### config.mk
export PLATFORM = sky130hd
export DESIGN_NAME = id_ex_operand_stage
export DESIGN_NICKNAME = d
export VERILOG_FILES = /design/src/rtl/id_ex_operand_stage.sv
export SDC_FILE = /design/constraint.sdc
export NUM_CORES = 1
export LEC_CHECK = 0
export ABC_CLOCK_PERIOD_IN_PS = 2800
export CAP_MARGIN = 40
export CORE_ASPECT_RATIO = 0.5
export CORE_MARGIN = 4
export CORE_UTILIZATION = 50
export DETAILED_ROUTE_END_ITERATION = 6
export DONT_BUFFER_PORTS = 1
export SLEW_MARGIN = 20
export SYNTH_ARGS = -nofsm -noshare
export SYNTH_HDL_FRONTEND = slang
export SYNTH_SLANG_ARGS = --single-unit
### constraint.sdc
create_clock -name clk -period 2.8 [get_ports clk]
set_input_delay 0.14 -clock clk [delete_from_list [all_inputs] [get_ports clk]]
set_output_delay 0.14 -clock clk [all_outputs]
set_load 0.05 [all_outputs]
### src/rtl/id_ex_operand_stage.sv
// ID/EX pipeline register feeding the EX-stage ALU: latches decoded operands and
// control, forwards from MEM/WB, and flags load-use hazards back to ID.
module id_ex_operand_stage #(
  parameter int unsigned WIDTH = 32,
  parameter int unsigned RA    = 5
) (
  input  logic             clk,
  input  logic             reset,
  input  logic             stall_e,
  input  logic             flush_e,
  input  logic             valid_d,
  input  logic [WIDTH-1:0] rd1_d,
  input  logic [WIDTH-1:0] rd2_d,
  input  logic [WIDTH-1:0] signimm_d,
  input  logic [RA-1:0]    rs_d,
  input  logic [RA-1:0]    rt_d,
  input  logic [RA-1:0]    rd_d,
  input  logic [2:0]       alucontrol_d,
  input  logic             alusrc_d,
  input  logic             regdst_d,
  input  logic             regwrite_d,
  input  logic             memtoreg_d,
  input  logic             memwrite_d,
  input  logic [WIDTH-1:0] aluout_m,
  input  logic             regwrite_m,
  input  logic [RA-1:0]    writereg_m,
  input  logic [WIDTH-1:0] result_w,
  input  logic             regwrite_w,
  input  logic [RA-1:0]    writereg_w,
  output logic [WIDTH-1:0] srca_e,
  output logic [WIDTH-1:0] srcb_e,
  output logic [2:0]       alucontrol_e,
  output logic [WIDTH-1:0] writedata_e,
  output logic [RA-1:0]    writereg_e,
  output logic             regwrite_e,
  output logic             memtoreg_e,
  output logic             memwrite_e,
  output logic             valid_e,
  output logic             lwstall_d
);

  logic             valid_q, regwrite_q, memtoreg_q, memwrite_q;
  logic             alusrc_q, regdst_q;
  logic [2:0]       alucontrol_q;
  logic [WIDTH-1:0] rd1_q, rd2_q, signimm_q;
  logic [RA-1:0]    rs_q, rt_q, rd_q;
  logic [WIDTH-1:0] fwd_a, fwd_b;

  // Priority: reset > flush > stall > load. A flush zeroes only control and
  // register numbers so the bubble can neither write nor match a forward.
  always_ff @(posedge clk) begin
    if (reset) begin
      valid_q      <= 1'b0;
      regwrite_q   <= 1'b0;
      memtoreg_q   <= 1'b0;
      memwrite_q   <= 1'b0;
      alusrc_q     <= 1'b0;
      regdst_q     <= 1'b0;
      alucontrol_q <= 3'b0;
      rd1_q        <= '0;
      rd2_q        <= '0;
      signimm_q    <= '0;
      rs_q         <= '0;
      rt_q         <= '0;
      rd_q         <= '0;
    end else if (flush_e) begin
      valid_q    <= 1'b0;
      regwrite_q <= 1'b0;
      memtoreg_q <= 1'b0;
      memwrite_q <= 1'b0;
      rs_q       <= '0;
      rt_q       <= '0;
      rd_q       <= '0;
    end else if (!stall_e) begin
      valid_q      <= valid_d;
      regwrite_q   <= regwrite_d & valid_d;
      memtoreg_q   <= memtoreg_d & valid_d;
      memwrite_q   <= memwrite_d & valid_d;
      alusrc_q     <= alusrc_d;
      regdst_q     <= regdst_d;
      alucontrol_q <= alucontrol_d;
      rd1_q        <= rd1_d;
      rd2_q        <= rd2_d;
      signimm_q    <= signimm_d;
      rs_q         <= rs_d;
      rt_q         <= rt_d;
      rd_q         <= rd_d;
    end
  end

  // Forwarding muxes: MEM beats WB, register $0 is never forwarded.
  always_comb begin
    fwd_a = rd1_q;
    fwd_b = rd2_q;
    if (rs_q != '0 && regwrite_m && writereg_m == rs_q)      fwd_a = aluout_m;
    else if (rs_q != '0 && regwrite_w && writereg_w == rs_q) fwd_a = result_w;
    if (rt_q != '0 && regwrite_m && writereg_m == rt_q)      fwd_b = aluout_m;
    else if (rt_q != '0 && regwrite_w && writereg_w == rt_q) fwd_b = result_w;
  end

  assign srca_e       = fwd_a;
  assign srcb_e       = alusrc_q ? signimm_q : fwd_b;
  assign writedata_e  = fwd_b;
  assign writereg_e   = regdst_q ? rd_q : rt_q;
  assign alucontrol_e = alucontrol_q;
  assign regwrite_e   = regwrite_q;
  assign memtoreg_e   = memtoreg_q;
  assign memwrite_e   = memwrite_q;
  assign valid_e      = valid_q;

  assign lwstall_d = valid_q & memtoreg_q & (rt_q != '0) & ((rt_q == rs_d) | (rt_q == rt_d));

endmodule

==> summary.md <==
| Metric | Value |
|---|---|
| Htree depth | 4 |
| Compound-Gate Fraction of Synth Area | 0.203 |
| Reg-to-Reg End | memwrite_e$_SDFFE_PP0N_ |
| Total Die Area | 15400 µm² |
| Hold path cells | 3 |
| Least-Margin Pin Slew | 0.678 ns |
| Root Buffer | clkbuf_16 |
| IO Port Bufs | 0 |
| Critical path class | register to output port |
| Max Cap Viol | 0 |
| Yosys top cell by area | dfxtp_1 |
| Synth Area in XOR/XNOR | 0.0366 |
| CTS buffer count | 17 |
| Num Clock Sinks | 120 |
| Via/cell ratio | 5.65 |
| Largest family of logic cells by synthesized area | simple AND/OR/NAND/NOR gates |
| Setup total negative slack | 0 ns |
| Post-synthesis mux area share | 0.0934 |
| Post-route minimum period | 2.66 ns |
| Synth Instances | 914 |
| Synth Area in Adders | 0 |
| Worst EP required | 2.66 ns |
| Period utilization | 0.948 |
| Worst skew pair latency | 0.41 ns |
| Via count | 7350 |
| Worst setup EP type | output port |
| Pwr dens | 557 nW/µm² |
| Critical path buffer and inverter count | 2 |
| Core area | 12900 µm² |
| Post-synth EDFFs | 0 |
| Ranking of synthesized cells by area | dfxtp_1, nand2_1, mux2i_1 |
| Slowest stage delay, CP | 0.55 ns |
| Worst-path fanout max | 18 |
| Drt wl/cell | 18.9 µm |
| Drt pass-1 iters | 5 |
| Relative slew slack | 0.547 |
| R2R Path Start | memwrite_e$_SDFFE_PP0N_ |
| Synthesis-stage register bit count | 120 |
| Row count | 29 |
| WL final | 24.5 mm |
| Achievable frequency | 377 MHz |
| Finished Layout Cells | 1300 |
| Starting Density | 0.520 |
| Fraction of registers with async set/reset | 0 |
| Final Instance Area | 9630 µm² |
| Hold_sp | valid_d |
| ANT nets after route | 0 |
| Setup Skew | 0 ns |
| Largest net degree at the start of global routing | 102 |
| Initial antenna violation count | 1 |
| Die Y | 89.9 µm |
| Dominant synthesized flop cell | dfxtp_1 |
| Final Setup Violations | 0 |
| Fraction of layout cells with a size suffix above 1 | 0.160 |
| DP Area | 7480 µm² |
| Hold EP | valid_e$_SDFFE_PP0N_ |
| Sequential share of the synthesized area | 0.359 |
| Hpwl dp | 16.2 mm |
| Crit-path slowest cell | dfxtp_1 |
| Hold Fails Final Rpt | 0 |
| Worst vdd ir | 547 µV |
| Netlist cell types | 36 |
| Worst Hold Class | input pin to register |
| R2r setup slk | 1.29 ns |
| Worst r2r path cells | 3 |
| Synth top area share | 0.359 |
| Final Slew Violations | 0 |
| Gpl congestion | 0.901 |
| Delay-heaviest family, CP | compound AO/OA/AOI/OAI gates |
| P&R area growth vs syn | 43.8% |
| Die W | 172 µm |
| Simple-gate share of the synthesized area | 0.244 |
| Clk buf depth | 2 |
| Number of global-route vias before repair | 6934 |
| Yosys Warn Count | 0 |
| First-pass GRT wire length | 37.4 mm |
| Total GRT Usage | 0.304 |
| Number of placed instances, taps included | 1119 |
| DR iter-0 viols | 585 |
| Status | finished clean |
| Synthesized area | 6700 µm² |
| CTS clk-pin slew, worst paths | 0.06 ns |
| Synthesized Nets | 1114 |
| Io pins | 309 |
| Global route overflow | 0 |
| Arr. time, crit path | 2.52 ns |
| Drt drc | 0 |
| RSZ-0062 raised after global routing | no |
| Lkg Pwr | 3.67 nW |
| Critical path cell sequence | nor4_4 -> o21ai_1 -> a31oi_4 -> buf_12 -> a31oi_1 -> buf_4 |
| Syn Area/Cell | 7.33 µm² |
| CP Launch Type | register |
| Final net count | 1317 |
| CTS tree | yes |
## cell usage in the layout, fill, tap and decap left out, types with 9 or more instances in the layout
master / netlist / final
mux2i_1: 58 / 58
inv_1: 12 / 12
nor3_1: 13 / 13
o31ai_1: 21 / 21
a31oi_1: 42 / 42
nand2b_1: 21 / 21
nand2_1: 280 / 280
clkbuf_16: 0 / 17
a21oi_1: 113 / 113
o21ai_1: 32 / 35
xnor2_1: 12 / 12
a221oi_2: 9 / 9
dlygate4sd3_1: 0 / 142
buf_4: 2 / 112
nor2_1: 52 / 51
xor2_1: 16 / 16
dfxtp_1: 120 / 116
## power breakdown
| group | internal (mW) | switching, mW |
|---|---|---|
| Sequential | 1.78 | 0.0629 |
| Clock | 1.62 | 0.819 |
| Combinational | 0.416 | 0.662 |
## cells by family after synthesis
family	after synthesis
AO/OA/AOI/OAI	227
multiplexers	62
flip-flops	120
AND/OR/NAND/NOR	387
buffers and inverters	90
XOR/XNOR	28
## how the worst max path moves through the flow
stage | end | start | depth (start not counted) | slack, ns
after floorplan | srcb_e[0] | rt_q[0]$_SDFFE_PP0N_ | 7 | 0.19
after global placement | srcb_e[14] | rt_q[0]$_SDFFE_PP0N_ | 6 | 0.53
after detailed placement | srcb_e[14] | rt_q[0]$_SDFFE_PP0N_ | 6 | 0.46
after CTS | srcb_e[14] | rt_q[0]$_SDFFE_PP0N_ | 6 | 0.01
after global routing | srcb_e[1] | rt_q[1]$_SDFFE_PP0N_ | 6 | 0.002
final | srcb_e[14] | rt_q[1]$_SDFFE_PP0N_ | 6 | 0.14
## layer usage
| metal | vias to the layer above | global-route usage | wire, µm |
|---|---|---|---|
| li1 | 3515 | - | - |
| met1 | 3439 | 0.383 | 10000 |
| met2 | 359 | 0.500 | 11700 |
| met3 | 37 | 0.100 | 2380 |
| met4 | 0 | 0.0824 | 400 |
| met5 | - | 0 | 0 |
## tightest hold or removal path: stages
cell and delay, ns:
nor2b_1 0.14, a21oi_1 0.13, nor2_1 0.05
## sequential cells by signal, indices dropped and copies added (netlist names), 3 cells and up
signal        flops
rt_q              5
rd2_q            32
rs_q              5
alucontrol_e      3
rd1_q            32
signimm_q        32
rd_q              5
## repair_timing
| item | CTS | global route |
|---|---|---|
| resized for setup | 0 | 4 |
| setup buffers | 0 | 6 |
| hold buffers | 143 | 0 |
| setup endpoints to repair | 0 | 27 |
| hold endpoints to repair | 120 | 0 |
## area by class of cell
cell class	instances	area, µm²
Sequential cell	120	2410
Antenna cell	1	2.50
Inverter	12	45.0
Clock buffer	19	453
Multi-Input combinational cell	704	3890
Clock inverter	12	199
Tap cell	170	213
Fill cell	973	3250
Timing Repair Buffer	262	2420
## through the flow
step | setup WS [ns] | util | total power, mW | hold slack (ns)
CTS | 0.00957 | 0.744 | 5.36 | 0.0925
global route | 0.00232 | 0.748 | 5.55 | 0.102
detailed placement | 0.459 | 0.580 | 2.74 | 0.220
finish | 0.145 | 0.748 | 5.36 | 0.0979
floorplan | 0.186 | - | 2.54 | 0.276
global placement | 0.532 | 0.580 | 2.73 | 0.218
## cells in the mapped netlist, types with 3 or more instances
| library cell | number |
|---|---|
| xor2_1 | 16 |
| buf_2 | 10 |
| xnor2_1 | 12 |
| nor3_1 | 13 |
| nor2_1 | 52 |
| mux2_2 | 4 |
| a221oi_1 | 3 |
| a221oi_2 | 9 |
| buf_6 | 4 |
| mux2i_1 | 58 |
| a22oi_1 | 3 |
| a31oi_1 | 42 |
| nand2_1 | 280 |
| nor4_4 | 3 |
| o21ai_1 | 32 |
| nand2b_1 | 21 |
| nand3_1 | 3 |
| clkbuf_1 | 58 |
| dfxtp_1 | 120 |
| a21oi_1 | 113 |
| buf_8 | 4 |
| o31ai_1 | 21 |
| inv_1 | 12 |
| o21ai_0 | 3 |
No activity file was read; power rests on OpenSTA's default activity.
